**src/rtl/bsg_fifo_rolly_replay_tx.sv**
```systemverilog
// Go-back-N transmit side of a rollback FIFO: sends entries speculatively, retires
// them on ack, and rewinds the FIFO read pointer on nack or ack timeout.
module bsg_fifo_rolly_replay_tx #(
    parameter int width_p      = 8,
    parameter int els_p        = 4,
    parameter int timeout_p    = 64,
    parameter int cnt_width_lp = (els_p + 1 > 1) ? $clog2(els_p + 1) : 1
) (
    input  logic                    clk_i,
    input  logic                    reset_i,
    input  logic [width_p-1:0]      fifo_data_i,
    input  logic                    fifo_v_i,
    output logic                    fifo_yumi_o,
    output logic                    fifo_deq_v_o,
    output logic                    fifo_rollback_v_o,
    output logic [width_p-1:0]      link_data_o,
    output logic                    link_v_o,
    input  logic                    link_ready_and_i,
    input  logic                    ack_v_i,
    input  logic [cnt_width_lp-1:0] ack_cnt_i,
    input  logic                    nack_v_i
);

    localparam int timer_width_lp = (timeout_p > 2) ? $clog2(timeout_p) : 1;
    localparam logic [cnt_width_lp-1:0]   els_lp         = cnt_width_lp'(els_p);
    localparam logic [timer_width_lp-1:0] timer_limit_lp = timer_width_lp'(timeout_p - 1);

    typedef enum logic [1:0] {
        eSend,
        eDrain,
        eRollback
    } state_e;

    state_e                    state_q, state_d;
    logic [cnt_width_lp-1:0]   inflight_q, inflight_d;
    logic [cnt_width_lp-1:0]   retire_q, retire_d;
    logic [timer_width_lp-1:0] timer_q, timer_d;

    logic                    link_v;
    logic                    yumi;
    logic                    deq;
    logic                    ack_fire;
    logic                    ack_clear;
    logic                    timeout_hit;
    logic [cnt_width_lp-1:0] ack_amt;

    assign link_data_o       = fifo_data_i;
    assign link_v_o          = link_v;
    assign fifo_yumi_o       = yumi;
    assign fifo_deq_v_o      = deq;
    assign fifo_rollback_v_o = (state_q == eRollback) & ~reset_i;

    always_comb begin
        link_v      = fifo_v_i & (state_q == eSend) & (inflight_q < els_lp) & ~reset_i;
        yumi        = link_v & link_ready_and_i;
        deq         = (retire_q != '0) & ~reset_i;
        ack_fire    = ack_v_i & (state_q == eSend);
        ack_amt     = ack_fire ? ack_cnt_i : '0;
        ack_clear   = ack_fire & (ack_cnt_i != '0);
        timeout_hit = (timer_q == timer_limit_lp) & ~ack_clear;
    end

    // Acks are applied before any nack/timeout decision taken in the same cycle.
    always_comb begin
        state_d    = state_q;
        inflight_d = inflight_q + cnt_width_lp'(yumi) - ack_amt;
        retire_d   = retire_q + ack_amt - cnt_width_lp'(deq);
        if ((state_q != eSend) || (inflight_q == '0) || ack_clear) begin
            timer_d = '0;
        end else begin
            timer_d = timer_q + 1'b1;
        end

        unique case (state_q)
            eSend: begin
                if (nack_v_i || timeout_hit) begin
                    state_d = eDrain;
                end
            end
            eDrain: begin
                if (retire_q == '0) begin
                    state_d = eRollback;
                end
            end
            eRollback: begin
                state_d    = eSend;
                inflight_d = '0;
                timer_d    = '0;
            end
            default: state_d = eSend;
        endcase
    end

    always_ff @(posedge clk_i) begin
        if (reset_i) begin
            state_q    <= eSend;
            inflight_q <= '0;
            retire_q   <= '0;
            timer_q    <= '0;
        end else begin
            state_q    <= state_d;
            inflight_q <= inflight_d;
            retire_q   <= retire_d;
            timer_q    <= timer_d;
        end
    end

    // The far end may never acknowledge more entries than are outstanding.
    ack_le_inflight: assert property (@(posedge clk_i) disable iff (reset_i)
        (ack_v_i && state_q == eSend) |-> (ack_cnt_i <= inflight_q));

endmodule

```
**config.mk**
```make
export PLATFORM = sky130hd
export DESIGN_NAME = bsg_fifo_rolly_replay_tx
export DESIGN_NICKNAME = d
export VERILOG_FILES = /design/src/rtl/bsg_fifo_rolly_replay_tx.sv
export SDC_FILE = /design/constraint.sdc
export NUM_CORES = 1
export LEC_CHECK = 0
export ABC_CLOCK_PERIOD_IN_PS = 2700
export BUFFER_PORTS_ARGS = -buffer_cell sky130_fd_sc_hd__buf_2
export CORE_MARGIN = 2
export CORE_UTILIZATION = 39
export CTS_CLUSTER_SIZE = 25
export DETAILED_ROUTE_END_ITERATION = 10
export GPL_TIMING_DRIVEN = 0
export PLACE_DENSITY = 0.62
export SETUP_SLACK_MARGIN = 0.2
export SYNTH_ARGS = -nofsm -noshare
export SYNTH_HDL_FRONTEND = slang
export SYNTH_SLANG_ARGS = --single-unit
```
**constraint.sdc**
```tcl
create_clock -name clk_i -period 2.7 [get_ports clk_i]
set_input_delay 0.54 -clock clk_i [delete_from_list [all_inputs] [get_ports clk_i]]
set_output_delay 0.54 -clock clk_i [all_outputs]
set_load 0.02 [all_outputs]
```
Yosys cells after proc, flatten, opt, wreduce, memory -nomap -nowiden --
Cells that the tools add are included.
Word-level totals: register bits 14, input bits 17, output and inout bits 12, word-level logic and storage cells 42
Cells by class: add/subtract/negate cells 5, $lt $le $gt $ge 1, equality and inequality tests 5, multiplexer cells 4, bitwise operators 11, reductions and logical operators 12
Operators with widths (number):
- 1-bit bitwise AND | 9
- 6-bit by 1-bit adder with 6-bit output (second input constant) | 1
- 6-bit equality test (second input constant) | 1
- 3-bit zero test | 2
- 3-bit nonzero test | 2
- 2-bit two-way mux | 2
- 2-bit case mux with 2 select lines | 1
- 3-bit by 1-bit adder with 3-bit output | 1
- 3-bit adder | 1
- 1-bit logical OR | 3
- 3-bit less-than comparator (second input constant) | 1
- 3-bit two-way mux | 1
- 3-bit OR reduction | 1
- 3-bit by 1-bit subtractor with 3-bit output | 1
- 3-bit subtractor | 1
- 2-bit by 1-bit equality test with 1-bit output (second input constant) | 1
- 2-bit equality test (second input constant) | 1
- 2-bit zero test | 1
- 2-bit by 1-bit inequality test with 1-bit output (second input constant) | 1
- 2-bit inequality test (second input constant) | 1
- 1-bit NOT | 2
- 2-bit AND reduction | 1
- 2-bit nonzero test | 1
- 2-bit OR reduction | 1

Depth between registers and ports, before layout --
Gate-level depths: netlist of the first run.
word-level depth 8, gate-level depth with buffers 11, gate-level depth less buffers 11

Worst setup path before layout of the first run --
OpenSTA, ideal clock, no wires.
kind input to register, from input port reset_i, to register inflight_q[2], setup time 0.115 ns, arrival time 2.522 ns, data required time 2.585 ns, slack 0.063 ns, cell stages on the path 9, buffers on the path 1, cells stage by stage buf_2 -> nor3_1 -> and3b_1 -> and2_1 -> ha_1 -> fa_1 -> xnor3_1 -> xor2_1 -> and2_1
Between the ends: word-level cells in the longest chain between the ends 5, elaborated cells between the ends (all ways) 6, classes of those cells add/sub: 2; bitwise: 3; reduce/logical: 1
Ends and longest elaborated chain:
- start: declaration | RTL line 10 | input logic reset_i,
- 1-bit NOT | RTL line 54 | link_v = fifo_v_i & (state_q == eSend) & (inflight_q < els_lp) & ~reset_i;
- 1-bit bitwise AND | RTL line 54
- via link_v_o | RTL line 17 | output logic link_v_o,
- 1-bit bitwise AND | RTL line 55 | yumi = link_v & link_ready_and_i;
- via fifo_yumi_o | RTL line 13 | output logic fifo_yumi_o,
- 3-bit by 1-bit adder with 3-bit output | RTL line 66 | inflight_d = inflight_q + cnt_width_lp'(yumi) - ack_amt;
- 3-bit subtractor | RTL line 66
- end signal: assignment | RTL line 102 | inflight_q <= inflight_d;
- end: declaration | RTL line 35 | logic [cnt_width_lp-1:0] inflight_q, inflight_d;
The timed path passes the listed nets, and every way through them passes these cells. A chain may end at the register's enable or synchronous reset.

Worst setup path after layout of the first run --
from register retire_q[2], to register retire_q[2]
Between the ends: word-level cells in the longest chain between the ends 3, elaborated cells between the ends (all ways) 4, classes of those cells add/sub: 2; bitwise: 1; reduce/logical: 1
Ends and longest elaborated chain:
- start: declaration | RTL line 36 | logic [cnt_width_lp-1:0] retire_q, retire_d;
- start signal: assignment | RTL line 103 | retire_q <= retire_d;
- branches (longest 2 deep; another with 3-bit adder)
- 3-bit by 1-bit subtractor with 3-bit output (*) | RTL line 67 | retire_d = retire_q + ack_amt - cnt_width_lp'(deq);
Mark *: on every way between the ends.

==> flow_summary.yaml, run 1 <==
sta:
  tightestPinTransition_ns: 0.325
  slew_violations: 0
  tns_ns: 0
  timing.slew.headroom_pct: 78.2
  fin_crit_ns: 2.28
  fin_worst_skew_ns: 0.00150
  clock.fmax_mhz: 438
  grt_setup_unrepaired: "no"
  setup_viol: 0
  hold_violations: 0
  min_period_over_period_pct: 84.6
die:
  core_area_sq_mm: 0.00198
  die_area_sq_mm: 0.00251
  row_count: 16
  die_h_um: 50.1
  die_w_um: 50.1
  io_pins: 29
  start_util_pct: 41.7
logic_synthesis:
  synth_seq_cells: 14
  avgSynthCellArea_sq_um: 9.51
  ys_warn_count: 0
  syn_inst: 87
  synth_top_cell_area_share_pct: 33.9
  syn-num-nets: 113
  synth-seq-area-share_pct: 33.9
  yosysUniqueCellTypes: 27
  netlist_area_sq_um: 827
  synth_area_leader_cell: "dfxtp_1"
  yosys-top-cells-area: "dfxtp_1 (34%), ha_1 (11%), buf_4 (7.3%), xnor3_1 (5.4%), fa_1 (4.8%)"
cells_and_area:
  finalCoreUtilization_pct: 51.1
  multi_input_area_sq_um: 452
  drive_gt1_share_pct: 36.0
  fillers: 192
  num_antenna_cells: 0
  final_common_cell: "buf_2"
  seq_area_sq_um: 288
  synthToLayoutAreaGrowth_pct: 22.5
  final_cell_mix: "buf_2 (19), dfxtp_1 (12), buf_4 (10), inv_1 (9)"
  fin_nets: 138
critical_path:
  startpoint: "retire_q[2]$_SDFF_PP0_"
  start_kind: "flop"
  arrival_ns: 2.48
  cp.required_ns: 2.89
  crit_fanout: 4
  critPathKind: "flop to flop"
  r2r_start: "retire_q[2]$_SDFF_PP0_"
  crit_path_end_kind: "flop"
global_route:
  grt_max_degree: 10
  grt_pass1_wl_um: 2600
  grt_usage_pct: 14.1
  grt_pass1_vias: 639
  antenna_found_initial: 0
  grt_overflow: 0
route:
  wl_um: 1510
  dr.first_iter.drc_count: 8
  wl_per_cell_um: 10.9
  drc: 0
  ant_nets: 0
  vias: 665
  via_per_inst: 4.82
  firstDrtPassIters: 3
clock_tree:
  clock_sinks: 14
  clk-insertion-delay-late_ns: 0.29
  tritoncts: "done"
  htreeDepth: 1
  clkTransAtPathRegs_ns: 0.09
  cts_inserted_buffers: 3
  cts_root_buf: "clkbuf_4"
  cts_buffer_depth: 2
  hold_buffers: 0
job:
  maxCapViolCount: 0
run_status:
  status: "finished clean"
pwr:
  p_leak_nw: 0.487
  powerDensity_mw_per_mm2: 799
  peakVddDrop_mv: 0.605
hold_path:
  hp-class: "flop to flop"
  worstHoldStart: "state_q[1]$_SDFFE_PP0P_"
placed_design:
  dp_hpwl_um: 1260
  place_congestion: 0.767
  place.port_buffers: 19
cells by family after synthesis:
| group | after synthesis | share of synthesized area, % |
|---|---|---|
| AO/OA/AOI/OAI | 8 | 6.66 |
| XOR/XNOR | 7 | 10.7 |
| adder cells (fa/ha/maj) | 9 | 15.4 |
| buffers and inverters | 18 | 12.0 |
| flip-flops | 14 | 33.9 |
| AND/OR/NAND/NOR | 31 | 21.3 |
power breakdown:
part           leakage (nW)  switching [mW]  internal (mW)  total (mW)
clock network        0.0210          0.0738         0.0823       0.156
registers             0.116          0.0301          0.255       0.285
logic                 0.350           0.167          0.202       0.368
metal layers:
layer	routed length, um	GRT usage, %	up-vias
li1	-	-	330
met1	614	14.5	311
met2	749	24.1	19
met3	116	6.97	5
met4	27	5.56	0
met5	0	0	-
worst max-delay path, cell delays in order, from the launching register on:
cell,delay (ns)
dfxtp_1,0.32
or3_1,0.42
nor2b_1,0.17
ha_1,0.28
inv_1,0.06
ha_1,0.13
inv_1,0.05
fa_1,0.37
xnor3_1,0.20
xnor2_1,0.14
nor2_1,0.05
area by class of cell:
type,count,share of cell area (%)
plain buffers,9,6.67
clock buffers,4,3.58
well taps,27,3.33
inverters,9,3.33
multi-input cells,55,44.6
repair buffers,20,10.1
flip-flops and latches,14,28.4
metrics by stage:
stage / worst slack (ns) / hold slack (ns) / total power [mW] / area [sq um] / cells
2_1_floorplan: 0.203 / 0.430 / 0.584 / 833 / 87
6_report: 0.417 / 0.459 / 0.810 / 1010 / 138
4_1_cts: 0.219 / 0.464 / 0.825 / 1000 / 137
3_5_place_dp: 0.0210 / 0.457 / 0.663 / 962 / 133
3_3_place_gp: 0.0634 / 0.444 / 0.644 / 962 / 133
5_1_grt: 0.254 / 0.485 / 0.880 / 1010 / 138
path summary, 6_finish.rpt:
| path | end | slack (ns) | cells past startpoint |
|---|---|---|---|
| worst min register to register | state_q[1]$_SDFFE_PP0P_ | 0.46 | 1 |
| worst max register to register | retire_q[2]$_SDFF_PP0_ | 0.42 | 10 |
| worst min-delay path | state_q[1]$_SDFFE_PP0P_ | 0.46 | 1 |
| worst max-delay path | retire_q[2]$_SDFF_PP0_ | 0.42 | 10 |
timing repair:
item,in CTS,in global routing
pin swaps,0,1
gates resized for setup,2,2
setup endpoints to repair,1,1
buffers inserted,0,1
flip-flops by register name, indices dropped and copies added (netlist names):
| signal | flops |
|---|---|
| retire_q | 3 |
| inflight_q | 3 |
| state_q | 2 |
| timer_q | 6 |
synthesized netlist by cell type:
cell type / number
and3b_1: 1
o211ai_2: 1
o2111ai_1: 1
buf_2: 1
or3b_4: 1
nand3_1: 2
and4bb_2: 1
a31oi_1: 1
and3_1: 2
xnor3_1: 2
and2_1: 5
ha_1: 7
nor2_1: 7
buf_4: 8
inv_1: 9
fa_1: 2
nor4_1: 1
xor2_1: 2
nand2_1: 3
or3_1: 3
a21oi_1: 2
xnor2_1: 3
nor3_1: 3
dfxtp_1: 14
o21ai_0: 2
nor2b_1: 2
a211oi_1: 1
Power figures use the tool's default switching activity.
==> run 2: changes to the inputs <==
--- a/config.mk
+++ b/config.mk
@@ -5,7 +5,7 @@
 export SDC_FILE = /design/constraint.sdc
 export NUM_CORES = 1
 export LEC_CHECK = 0
-export ABC_CLOCK_PERIOD_IN_PS = 2700
+export ABC_CLOCK_PERIOD_IN_PS = 2400
 export BUFFER_PORTS_ARGS = -buffer_cell sky130_fd_sc_hd__buf_2
 export CORE_MARGIN = 2
 export CORE_UTILIZATION = 39
==> constraint.sdc (replaced) <==
create_clock -name clk_i -period 2.4 [get_ports clk_i]
set_input_delay 0.48 -clock clk_i [delete_from_list [all_inputs] [get_ports clk_i]]
set_output_delay 0.48 -clock clk_i [all_outputs]
set_load 0.02 [all_outputs]
==> flow_summary.yaml, run 2 (synthesis gave the netlist of run 1 again) <==
job:
  maxCapViolCount: 0
critical_path:
  start_kind: "flop"
  cp.required_ns: 2.58
  crit_fanout: 4
  r2r_start: "retire_q[1]$_SDFF_PP0_"
  rr_endpoint: "retire_q[2]$_SDFF_PP0_"
  r2r_setup_slack_ns: 0.27
  critPathKind: "flop to flop"
  reg2reg_depth: 10
  arrival_ns: 2.32
  crit_path_end_kind: "flop"
route:
  firstDrtPassIters: 4
  wl_per_cell_um: 11.3
  drc: 0
  vias: 646
  wl_um: 1560
  via_per_inst: 4.68
  ant_nets: 0
  dr.first_iter.drc_count: 5
clock_tree:
  cts_buffer_depth: 2
  cts_root_buf: "clkbuf_4"
  clock_sinks: 14
  clk-insertion-delay-late_ns: 0.28
  htreeDepth: 1
  hold_buffers: 0
  tritoncts: "done"
  clkTransAtPathRegs_ns: 0.08
  cts_inserted_buffers: 3
hold_path:
  worstHoldStart: "reset_i"
  min_to: "retire_q[2]$_SDFF_PP0_"
  hold_depth: 2
  hp-class: "input port to flop"
global_route:
  grt_pass1_wl_um: 2620
  antenna_found_initial: 0
  use_met3_pct: 6.67
  grt_pass1_vias: 591
  grtUsageMet1_pct: 18.3
  grt_max_degree: 10
  grtUsageMet2_pct: 20.8
  grt_overflow: 0
  grt_busiest_layer: "met2"
  grt_usage_pct: 14.3
pwr:
  peakVddDrop_mv: 0.644
  powerDensity_mw_per_mm2: 877
  p_leak_nw: 0.489
sta:
  tightestPinTransition_ns: 0.357
  setup_viol: 0
  finalWorstSetupSlack_ns: 0.267
  slew_violations: 0
  worst_hold_slack_ns: 0.443
  grt_setup_unrepaired: "yes"
  clock.fmax_mhz: 469
  timing.slew.headroom_pct: 76.0
  fin_worst_skew_ns: 0.00315
  fin_crit_ns: 2.13
  tns_ns: 0
  hold_violations: 0
  min_period_over_period_pct: 88.9
cells_and_area:
  fillers: 177
  final_cell_mix: "buf_2 (19), buf_4 (11), dfxtp_1 (11), nor2_1 (7), inv_1 (5)"
  final_common_cell: "buf_2"
  synthToLayoutAreaGrowth_pct: 28.9
  seq_area_sq_um: 289
  fin_nets: 139
  multi_input_area_sq_um: 509
  num_antenna_cells: 0
  drive_gt1_share_pct: 49.5
  top_regs: "timer_q (6), inflight_q (3), retire_q (3)"
  largest_register_ff_count: 6
  regMostFlops: "timer_q"
placed_design:
  dp_hpwl_um: 1180
  place.port_buffers: 19
  place_congestion: 0.739
  post-place-ws_ns: 0.0119
run_status:
  status: "finished clean"
die:
  die_area_sq_mm: 0.00251
  die_h_um: 50.1
  die_w_um: 50.1
  core_area_sq_mm: 0.00198
  start_util_pct: 41.7
  row_count: 16
  io_pins: 29
-- run 2: critical path, stage by stage, from the launching register on --
cell and delay (ns):
dfxtp_2 0.33, or3_4 0.40, nor2b_4 0.15, ha_4 0.20
inv_2 0.06, ha_4 0.12, inv_2 0.03, fa_2 0.34
xnor3_1 0.19, xnor2_1 0.16, nor2_1 0.06
-- run 2: per-stage QoR --
step / utilization [%] / std cells / total power [mW] / instance area, sq um
after CTS: 51.1 / 136 / 0.900 / 1010
after detailed placement: 49.3 / 133 / 0.744 / 977
final: 53.8 / 138 / 0.935 / 1070
after floorplan: - / 87 / 0.667 / 848
after global placement: 49.3 / 133 / 0.734 / 977
after global routing: 53.8 / 138 / 1.04 / 1070
-- run 2: metal layers --
layer  routed length [um]  part of all wire (%)
met1                  691                    44
met2                  742                    47
met3                  101                   6.5
met4                   27                   1.7
met5                    0                     0
-- run 2: cell type report --
cell class / count / area share (%)
timing repair buffer: 21 / 10.3
buffer: 9 / 6.34
inverter: 9 / 3.17
clock buffer: 3 / 2.11
tap: 27 / 3.17
multi-input combinational: 55 / 47.8
sequential: 14 / 27.1
-- run 2: worst max path at each step --
stage / startpoint / depth (start not counted) / slack [ns] / to
6_report: retire_q[1]$_SDFF_PP0_ / 10 / 0.27 / retire_q[2]$_SDFF_PP0_
5_1_grt: retire_q[1]$_SDFF_PP0_ / 10 / 0.17 / retire_q[2]$_SDFF_PP0_
4_1_cts: state_q[0]$_SDFFE_PP0P_ / 10 / 0.16 / inflight_q[2]$_SDFF_PP0_
3_5_place_dp: ack_v_i / 10 / 0.01 / inflight_q[2]$_SDFF_PP0_
3_3_place_gp: ack_v_i / 10 / 0.01 / inflight_q[2]$_SDFF_PP0_
2_1_floorplan: reset_i / 9 / 0.18 / inflight_q[2]$_SDFF_PP0_
-- run 2: repair_timing --
| item | in CTS | in global routing |
|---|---|---|
| gates resized for setup | 5 | 12 |
| setup buffers | 0 | 2 |
| pin swaps | 0 | 5 |
| endpoints found under the setup margin | 2 | 2 |
-- run 2: report_power, final --
group / switching, mW / leakage [nW] / internal, mW
registers: 0.0408 / 0.116 / 0.288
clock network: 0.0760 / 0.0138 / 0.0583
logic: 0.200 / 0.358 / 0.272
total: 0.317 / 0.489 / 0.619
